--- src/rtl/mantis_pkg.sv ---
// Shared types and sprite geometry for the mantis attack animation.
package mantis_pkg;

    typedef enum logic [1:0] {IDLE, PLAY, DONE} seq_state_t;

    localparam int MANTIS_W             = 196;
    localparam int MANTIS_H             = 96;
    localparam int MANTIS_ADDR_W        = 15;
    localparam int MANTIS_ATTACK_FRAMES = 3;

endpackage

--- src/rtl/mantis_attack_sequencer_sprite_addr_gen.sv ---
// Registered sprite-local ROM address and box test for a sprite at (pos_x, pos_y).
module sprite_addr_gen #(
    parameter int SPR_W  = 196,
    parameter int SPR_H  = 96,
    parameter int ADDR_W = 15
) (
    input  logic              i_clk,
    input  logic              i_rst_n,
    input  logic [9:0]        i_draw_x,
    input  logic [9:0]        i_draw_y,
    input  logic [9:0]        i_pos_x,
    input  logic [9:0]        i_pos_y,
    output logic [ADDR_W-1:0] o_addr,
    output logic              o_in_sprite
);

    logic signed [10:0] w_lx;
    logic signed [10:0] w_ly;
    logic [9:0]         w_ux;
    logic [9:0]         w_uy;
    logic               w_in;
    logic [ADDR_W-1:0]  r_addr;
    logic               r_in;

    // Positions are signed so a sprite can hang off the left/top edge.
    assign w_lx = $signed({1'b0, i_draw_x}) - $signed({i_pos_x[9], i_pos_x});
    assign w_ly = $signed({1'b0, i_draw_y}) - $signed({i_pos_y[9], i_pos_y});
    assign w_ux = w_lx[9:0];
    assign w_uy = w_ly[9:0];
    assign w_in = !w_lx[10] && (int'(w_ux) < SPR_W) &&
                  !w_ly[10] && (int'(w_uy) < SPR_H);

    always_ff @(posedge i_clk) begin
        if (!i_rst_n) begin
            r_addr <= '0;
            r_in   <= 1'b0;
        end else begin
            r_in   <= w_in;
            r_addr <= w_in ? ADDR_W'(int'(w_uy) * SPR_W + int'(w_ux)) : '0;
        end
    end

    assign o_addr      = r_addr;
    assign o_in_sprite = r_in;

endmodule

--- src/rtl/mantis_attack_sequencer.sv ---
// Steps through the attack frame ROMs on frame_tick and drives the selected ROM's pixel address.
module mantis_attack_sequencer
    import mantis_pkg::*;
#(
    parameter int NUM_FRAMES = MANTIS_ATTACK_FRAMES,
    parameter int FRAME_HOLD = 6,
    parameter int SPR_W      = MANTIS_W,
    parameter int SPR_H      = MANTIS_H,
    parameter int ADDR_W     = MANTIS_ADDR_W,
    localparam int IDX_W     = (NUM_FRAMES > 1) ? $clog2(NUM_FRAMES) : 1,
    localparam int HOLD_W    = (FRAME_HOLD > 1) ? $clog2(FRAME_HOLD) : 1
) (
    input  logic              vga_clk,
    input  logic              reset_n,
    input  logic              frame_tick,
    input  logic              start,
    input  logic              loop,
    input  logic              abort,
    input  logic [9:0]        DrawX,
    input  logic [9:0]        DrawY,
    input  logic [9:0]        pos_x,
    input  logic [9:0]        pos_y,
    output logic              busy,
    output logic              done,
    output logic [IDX_W-1:0]  frame_idx,
    output logic [ADDR_W-1:0] rom_address,
    output logic              in_sprite
);

    seq_state_t        r_state;
    seq_state_t        w_next;
    logic [HOLD_W-1:0] r_hold_cnt;
    logic [IDX_W-1:0]  r_frame_idx;
    logic              r_loop;
    logic              w_hold_end;
    logic              w_last_frame;

    assign w_hold_end   = frame_tick && (r_hold_cnt == HOLD_W'(FRAME_HOLD - 1));
    assign w_last_frame = (r_frame_idx == IDX_W'(NUM_FRAMES - 1));

    always_ff @(posedge vga_clk) begin
        if (!reset_n) r_state <= IDLE;
        else          r_state <= w_next;
    end

    always_comb begin
        w_next = r_state;
        case (r_state)
            IDLE: if (start && !abort) w_next = PLAY;
            PLAY: begin
                if (abort)
                    w_next = IDLE;
                else if (w_hold_end && w_last_frame && !r_loop)
                    w_next = DONE;
            end
            DONE:    w_next = IDLE;
            default: w_next = IDLE;
        endcase
    end

    always_comb begin
        busy = (r_state == PLAY);
        done = (r_state == DONE);
    end

    // The tick that coincides with start is dropped because IDLE ignores frame_tick.
    always_ff @(posedge vga_clk) begin
        if (!reset_n || abort) begin
            r_hold_cnt  <= '0;
            r_frame_idx <= '0;
            r_loop      <= 1'b0;
        end else begin
            case (r_state)
                IDLE: if (start) begin
                    r_hold_cnt  <= '0;
                    r_frame_idx <= '0;
                    r_loop      <= loop;
                end
                PLAY: if (frame_tick) begin
                    if (!w_hold_end) begin
                        r_hold_cnt <= r_hold_cnt + 1'b1;
                    end else begin
                        r_hold_cnt <= '0;
                        if (!w_last_frame)
                            r_frame_idx <= r_frame_idx + 1'b1;
                        else if (r_loop)
                            r_frame_idx <= '0;
                    end
                end
                default: begin
                    r_hold_cnt  <= '0;
                    r_frame_idx <= '0;
                end
            endcase
        end
    end

    assign frame_idx = r_frame_idx;

    sprite_addr_gen #(
        .SPR_W  (SPR_W),
        .SPR_H  (SPR_H),
        .ADDR_W (ADDR_W)
    ) u_addr_gen (
        .i_clk       (vga_clk),
        .i_rst_n     (reset_n),
        .i_draw_x    (DrawX),
        .i_draw_y    (DrawY),
        .i_pos_x     (pos_x),
        .i_pos_y     (pos_y),
        .o_addr      (rom_address),
        .o_in_sprite (in_sprite)
    );

endmodule

--- config.mk ---
export PLATFORM = sky130hd
export DESIGN_NAME = mantis_attack_sequencer
export DESIGN_NICKNAME = d
export VERILOG_FILES = /design/src/rtl/mantis_pkg.sv /design/src/rtl/mantis_attack_sequencer_sprite_addr_gen.sv /design/src/rtl/mantis_attack_sequencer.sv
export SDC_FILE = /design/constraint.sdc
export NUM_CORES = 1
export LEC_CHECK = 0
export BUFFER_PORTS_ARGS = -buffer_cell sky130_fd_sc_hd__buf_2
export CORE_MARGIN = 3
export CORE_UTILIZATION = 35
export CTS_CLUSTER_SIZE = 14
export DETAILED_ROUTE_END_ITERATION = 7
export PLACE_DENSITY = 0.59
export SYNTH_ARGS = -nofsm -noshare
export SYNTH_HDL_FRONTEND = slang
export SYNTH_SLANG_ARGS = --single-unit
--- constraint.sdc ---
create_clock -name vga_clk -period 5.25 [get_ports vga_clk]
set_input_delay 0.525 -clock vga_clk [delete_from_list [all_inputs] [get_ports vga_clk]]
set_output_delay 0.525 -clock vga_clk [all_outputs]
set_load 0.02 [all_outputs]
==> flow_metrics.tcl, run 1 <==
set metrics [dict create \
    viasPerCell 5.02 \
    final.hold.worst_slack_ps 494 \
    dpl.hpwl_um 5490 \
    cts-buffers-inserted 3 \
    core_area_um2 8340 \
    grt_start_max_net_pins 17 \
    yosys_register_bits 24 \
    synth.most_common_cell "sky130_fd_sc_hd__ha_1" \
    antenna_violating_nets_post_route 0 \
    status "finished, final reports clean" \
    initial_utilization 0.367 \
    finalClockSkew_ps 0.460 \
    synth_cell_type_count 56 \
    core.rowCount 33 \
    setup-violations-final 0 \
    ios 66 \
    drt_drc_violations_left 0 \
    critical_path_peak_fanout 4 \
    relSlewSlack 0.514 \
    power.switching_uw 750 \
    syn_nets 461 \
    timing.rr.end "r_hold_cnt[1]$_SDFFE_PP0P_" \
    tightestPinTransition_ps 729 \
    top_ff_cell_synth "sky130_fd_sc_hd__dfxtp_1" \
    die_area_um2 9910 \
    worst_hold_startpoint "loop" \
    timing_worst_setup_path_type "in2reg" \
    final_cell_area_um2 3560 \
    cts_max_level 1 \
    synth_fa_ha_area_frac 0.274 \
    finalHoldViolCount 0 \
    synth_top_area_share 0.229 \
    grt_pass1_wl_um 11000 \
    cp_data_arrival_time_ps 4850 \
    post_route_setup_tns_ps 0 \
    via_count_of_the_first_global_routing_pass 2519 \
    final_slew_violations 0 \
    timing.critical_path.required_ps 5380 \
    die_w_um 99.6 \
    clock_power_share 0.100 \
    proportion_of_power_drawn_by_combinational_gates 0.784 \
    gp_routability_congestion 0.849 \
    netlist_instances 352 \
    switching_share 0.469 \
    synth_top_family_by_area "adder cells" \
    drv_cap 0 \
    worst_skew_pair.late_latency_ps 260 \
    pwr_density_cell_nw_per_um2 449 \
    synth_area_um2 3060 \
    fp.dieH_um 99.6 \
    crit_path_start_kind "input pin" \
    synth_async_sr_flop_share 0 \
    max-vdd-ir-drop_v 0.000178 \
    yosys-mux-area-fraction 0.00653 \
    first_iter_violations 71 \
    synthTopCellsByCount "sky130_fd_sc_hd__ha_1, sky130_fd_sc_hd__inv_1, sky130_fd_sc_hd__dfxtp_1" \
    dr.pass1.iters 4 \
    whs_endpoint "r_loop$_SDFFE_PP0P_" \
    layout-drive-gt1-share 0.221 \
    clockRootBuffer "sky130_fd_sc_hd__clkbuf_8" \
    synth-edff-count 0 \
    antenna-diode-count 0 \
    post-route-min-period_ps 4720 \
    rsz0062_at_grt "no" \
    clk_pin_slew_worst_paths_ps 80 \
    clock.fmax_mhz 212 \
    cts.repair_timing.setup_buffer_count 0 \
    worstHoldPathType "in2reg" \
    cts_tree "built" \
    timing.hold.worst_path_depth 3 \
    grt_antenna_before_repair 0 \
    yosys.area.top_type "sky130_fd_sc_hd__ha_1" \
    syn_to_final_growth_pct 16.1 \
    seq_area_frac_synth 0.157 \
    synthXorXnorAreaFrac 0.0845 \
    pwr-share-seq 0.116 \
    syn-mean-instance-area_um2 8.71 \
    gr_usage_total 0.129 \
    leakagePower_uw 0.00177 \
    route.final.wire_length_um 6210 \
    vias 2619 \
    cellInternalPower_uw 847 \
    worstSetupEndpointType "register" \
    min_period_over_period 0.899 \
    placement.cell_area_um2 3490 \
    register_to_register_path_setup_slack_ps 3670 \
    final_net_count 527 \
    critical_path.reg2reg.startpoint "r_hold_cnt[1]$_SDFFE_PP0P_" \
    worst_r2r_path_depth 6 \
    numClockSinks 24 \
    post_synth_and_or_nand_nor_area_fraction 0.213 \
    numPortBuffers 65 \
    netlist_top_cells_area "sky130_fd_sc_hd__ha_1, sky130_fd_sc_hd__dfxtp_1, sky130_fd_sc_hd__inv_1" \
    routed_wire_length_per_instance_um 11.9 \
    synth_compound_gate_area_share 0.196 \
    max-clock-path-buffers 2 \
    gr-total-overflow 0 \
    synth_warn 0 \
]
worst max-delay path by stage:
| stage | startpoint | end | slack, ps | cells past startpoint |
|---|---|---|---|---|
| 3_5_place_dp | DrawY[0] | u_addr_gen.o_addr[14]$_SDFF_PN0_ | 210 | 20 |
| 2_1_floorplan | DrawY[0] | u_addr_gen.o_addr[14]$_SDFF_PN0_ | 700 | 19 |
| 6_report | DrawY[0] | u_addr_gen.o_addr[14]$_SDFF_PN0_ | 530 | 20 |
| 3_3_place_gp | DrawY[0] | u_addr_gen.o_addr[14]$_SDFF_PN0_ | 330 | 20 |
| 4_1_cts | DrawY[0] | u_addr_gen.o_addr[14]$_SDFF_PN0_ | 470 | 20 |
| 5_1_grt | DrawY[0] | u_addr_gen.o_addr[14]$_SDFF_PN0_ | 60 | 20 |
state kept, by name, summed over array words and instances, names as in the netlist:
name,flops
frame_idx,2
r_hold_cnt,3
r_loop,1
r_state,2
u_addr_gen.o_addr,15
u_addr_gen.o_in_sprite,1
cell type report:
class,instances,area [um^2]
flip-flops and latches,24,480
inverters,45,169
well taps,105,131
fillers,873,4780
repair buffers,66,333
clock buffers,3,41.3
multi-input cells,278,2370
clock inverters,1,30.0
worst max-delay path, stage by stage:
cell and delay, ps:
sky130_fd_sc_hd__buf_2 80, sky130_fd_sc_hd__inv_1 30, sky130_fd_sc_hd__ha_1 210, sky130_fd_sc_hd__fa_1 430, sky130_fd_sc_hd__nor2b_2 170, sky130_fd_sc_hd__o2111ai_2 180
sky130_fd_sc_hd__nand2_1 130, sky130_fd_sc_hd__xor2_1 370, sky130_fd_sc_hd__fa_1 490, sky130_fd_sc_hd__ha_1 300, sky130_fd_sc_hd__ha_1 170, sky130_fd_sc_hd__inv_1 50
sky130_fd_sc_hd__fa_1 400, sky130_fd_sc_hd__nor2b_1 150, sky130_fd_sc_hd__o21ai_0 90, sky130_fd_sc_hd__a21oi_1 210, sky130_fd_sc_hd__nand3_1 120, sky130_fd_sc_hd__a2111oi_1 450
sky130_fd_sc_hd__xor2_1 230, sky130_fd_sc_hd__nor3_2 50
routing by layer:
layer | up-vias | routed length (um) | GRT usage
li1 | 1387 | - | -
met1 | 1182 | 2930 | 0.170
met2 | 41 | 3030 | 0.229
met3 | 9 | 171 | 0.0126
met4 | 0 | 76 | 0.0231
met5 | - | 0 | 0
placed cells by master, fill, tap and decap left out, types with 2 or more instances in the layout:
cell type	Yosys	layout
sky130_fd_sc_hd__o21a_1	7	7
sky130_fd_sc_hd__a21oi_1	15	15
sky130_fd_sc_hd__a31oi_1	2	2
sky130_fd_sc_hd__and3_1	3	3
sky130_fd_sc_hd__a2111oi_0	3	2
sky130_fd_sc_hd__a21o_1	10	10
sky130_fd_sc_hd__nor3b_1	2	2
sky130_fd_sc_hd__o21ai_0	13	13
sky130_fd_sc_hd__o31ai_1	3	3
sky130_fd_sc_hd__nand2_1	11	11
sky130_fd_sc_hd__ha_1	56	56
sky130_fd_sc_hd__clkbuf_8	0	3
sky130_fd_sc_hd__buf_2	1	65
sky130_fd_sc_hd__inv_1	45	45
sky130_fd_sc_hd__nand3_1	9	9
sky130_fd_sc_hd__dfxtp_1	24	24
sky130_fd_sc_hd__a211oi_1	3	3
sky130_fd_sc_hd__nand2b_1	7	7
sky130_fd_sc_hd__nand3b_1	3	3
sky130_fd_sc_hd__a31oi_2	2	2
sky130_fd_sc_hd__a211o_1	3	3
sky130_fd_sc_hd__fa_1	7	7
sky130_fd_sc_hd__or3_1	2	2
sky130_fd_sc_hd__nor2_1	22	22
sky130_fd_sc_hd__o211ai_1	2	2
sky130_fd_sc_hd__nor4_1	3	3
sky130_fd_sc_hd__nor3_2	9	9
sky130_fd_sc_hd__xnor2_1	15	15
sky130_fd_sc_hd__nor4b_2	3	3
sky130_fd_sc_hd__nor3_1	13	13
sky130_fd_sc_hd__mux2i_1	2	2
sky130_fd_sc_hd__o2111ai_1	5	5
sky130_fd_sc_hd__nor2b_1	10	10
sky130_fd_sc_hd__xor2_1	12	12
through the flow:
step | utilization | power, uW | cells | setup slack, ps
floorplan | - | 1180 | 352 | 697
global placement | 0.418 | 1430 | 518 | 331
detailed placement | 0.418 | 1440 | 518 | 206
CTS | 0.426 | 1620 | 522 | 466
global route | 0.427 | 1790 | 522 | 56.8
finish | 0.427 | 1600 | 522 | 532
cells by family (layout without fill, tap and decap cells):
logic type,Yosys count,count (layout)
compound gates,80,80
xor+xnor,28,28
fa+ha+maj,63,63
buf+inv,50,115
flops,24,24
mux,2,2
simple gates,105,105
power groups by stage:
stage / Clock, uW / Combinational, uW / Sequential (uW)
global route: 171 / 1430 / 186
global placement: 0 / 1240 / 190
floorplan: 0 / 989 / 191
detailed placement: 0 / 1250 / 190
CTS: 164 / 1270 / 186
finish: 159 / 1250 / 186
timing repair:
| item | CTS | global route |
|---|---|---|
| endpoints found under the setup margin | 0 | 1 |
| hold buffers | 0 | 0 |
| resized for setup | 0 | 1 |
No activity file was read; power rests on OpenSTA's default activity.
==> run 2: changes to the inputs <==
--- a/config.mk
+++ b/config.mk
@@ -7,10 +7,10 @@
 export LEC_CHECK = 0
 export BUFFER_PORTS_ARGS = -buffer_cell sky130_fd_sc_hd__buf_2
 export CORE_MARGIN = 3
-export CORE_UTILIZATION = 35
+export CORE_UTILIZATION = 56
 export CTS_CLUSTER_SIZE = 14
 export DETAILED_ROUTE_END_ITERATION = 7
-export PLACE_DENSITY = 0.59
+export PLACE_DENSITY = 0.78
 export SYNTH_ARGS = -nofsm -noshare
 export SYNTH_HDL_FRONTEND = slang
 export SYNTH_SLANG_ARGS = --single-unit
==> flow_metrics.tcl, run 2 (synthesis results as in run 1) <==
set metrics [dict create \
    status "finished, final reports clean" \
    die_w_um 80.0 \
    min_period_over_period 0.907 \
    initial_utilization 0.589 \
    final_slew_violations 0 \
    timing.critical_path.required_ps 5370 \
    crit_path_start_kind "input pin" \
    layout.cells.most_common_list "sky130_fd_sc_hd__buf_2, sky130_fd_sc_hd__ha_1, sky130_fd_sc_hd__inv_1" \
    numPortBuffers 65 \
    final_net_count 527 \
    core_area_um2 5200 \
    max_ffs_per_register 15 \
    route.final.wire_length_um 6040 \
    worst_skew_pair.late_latency_ps 260 \
    grt_antenna_before_repair 0 \
    dr.pass1.iters 4 \
    worstSetupStartpoint "DrawY[0]" \
    drt_drc_violations_left 0 \
    antenna_violating_nets_post_route 0 \
    gp_routability_congestion 0.831 \
    cp_data_arrival_time_ps 4890 \
    fp.dieH_um 80.0 \
    viasPerCell 5.50 \
    first_iter_violations 51 \
    cts-buffers-inserted 3 \
    relSlewSlack 0.537 \
    grt_start_max_net_pins 17 \
    endpoint "u_addr_gen.o_addr[14]$_SDFF_PN0_" \
    cts_tree "built" \
    timing_worst_setup_path_type "in2reg" \
    die_area_um2 6400 \
    ios 66 \
    vias 2675 \
    worstHoldPathType "reg2reg" \
    setup-violations-final 0 \
    dpl.hpwl_um 5250 \
    tightestPinTransition_ps 695 \
    finalClockSkew_ps 0.425 \
    critical_path.reg2reg.startpoint "r_hold_cnt[1]$_SDFFE_PP0P_" \
    via_count_of_the_first_global_routing_pass 2732 \
    hold_buffer_count_at_cts 0 \
    worst_r2r_path_depth 6 \
    cts_max_level 1 \
    finalHoldViolCount 0 \
    gr_usage_total 0.204 \
    max-clock-path-buffers 2 \
    numClockSinks 24 \
    antenna-diode-count 0 \
    core.rowCount 26 \
    clk_pin_slew_worst_paths_ps 70 \
    layout-drive-gt1-share 0.219 \
    post_route_setup_tns_ps 0 \
    drv_cap 0 \
    worstSetupEndpointType "register" \
    gr-total-overflow 0 \
    final.hold.worst_slack_ps 495 \
    pwr_density_cell_nw_per_um2 433 \
    register_to_register_path_setup_slack_ps 3700 \
    routed_wire_length_per_instance_um 12.4 \
    clock.fmax_mhz 210 \
    leakagePower_uw 0.00175 \
    post-route-min-period_ps 4760 \
    critical_path_peak_fanout 4 \
    max-vdd-ir-drop_v 0.000303 \
    timing.rr.end "r_hold_cnt[1]$_SDFFE_PP0P_" \
    cts.repair_timing.setup_buffer_count 0 \
    grt_pass1_wl_um 10800 \
    cts_resized 0 \
    rsz0062_at_grt "no" \
    clockRootBuffer "sky130_fd_sc_hd__clkbuf_8" \
    syn_to_final_growth_pct 13.7 \
    final_common_cell "sky130_fd_sc_hd__buf_2" \
]
## run 2: changes by cell type in the layout (fill, tap and decap cells not counted)
cell                        delta
sky130_fd_sc_hd__a2111oi_1     -1
sky130_fd_sc_hd__bufinv_16     -1
sky130_fd_sc_hd__a2111oi_0     +1
## run 2: per-stage QoR
step	power, uW	area [um^2]	util	worst slack, ps	cells
CTS	1520	3480	0.669	495	486
detailed placement	1410	3440	0.661	223	483
global route	1700	3480	0.669	132	486
finish	1510	3480	0.669	486	486
global placement	1380	3440	0.661	337	483
floorplan	1180	3060	-	697	352
## run 2: worst min path at each step
stage                                        from                 endpoint  slack [ps]  cells after the start
after floorplan           r_state[1]$_SDFFE_PN0P_  r_state[0]$_SDFFE_PN0P_         450                      1
after global placement    r_state[1]$_SDFFE_PN0P_  r_state[0]$_SDFFE_PN0P_         480                      1
after detailed placement  r_state[1]$_SDFFE_PN0P_  r_state[0]$_SDFFE_PN0P_         480                      1
after CTS                 r_state[1]$_SDFFE_PN0P_  r_state[0]$_SDFFE_PN0P_         500                      1
after global routing                         loop      r_loop$_SDFFE_PP0P_         520                      3
final                     r_state[1]$_SDFFE_PN0P_  r_state[0]$_SDFFE_PN0P_         490                      1
## run 2: power breakdown
part	leakage, uW	internal (uW)	switching [uW]
combinational	0.00154	559	662
sequential	0.000194	184	1.52
clock	0.0000216	51.2	51.8
total	0.00175	794	715
## run 2: area by class of cell
cell class              count  area (um^2)
multi-input cells         278         2370
fillers                   498         1720
flip-flops and latches     24          480
repair buffers             66          333
inverters                  45          169
well taps                  70         87.6
clock buffers               3         41.3
## run 2: worst max-delay path: stages
cell,delay [ps]
sky130_fd_sc_hd__buf_2,70
sky130_fd_sc_hd__inv_1,30
sky130_fd_sc_hd__ha_1,210
sky130_fd_sc_hd__fa_1,420
sky130_fd_sc_hd__nor2b_2,170
sky130_fd_sc_hd__o2111ai_2,180
sky130_fd_sc_hd__nand2_1,140
sky130_fd_sc_hd__xor2_1,410
sky130_fd_sc_hd__fa_1,490
sky130_fd_sc_hd__ha_1,290
sky130_fd_sc_hd__ha_1,160
sky130_fd_sc_hd__inv_1,50
sky130_fd_sc_hd__fa_1,390
sky130_fd_sc_hd__nor2b_1,160
sky130_fd_sc_hd__o21ai_0,90
sky130_fd_sc_hd__a21oi_1,200
sky130_fd_sc_hd__nand3_1,110
sky130_fd_sc_hd__a2111oi_0,510
sky130_fd_sc_hd__xor2_1,220
sky130_fd_sc_hd__nor3_2,50
## run 2: routing by layer
metal  wire, um  track usage  vias up
met1       2560        0.225     1217
met4         77       0.0355        0
met3        250       0.0384       12
met2       3150        0.401       51
met5          0            0        -
li1           -            -     1395
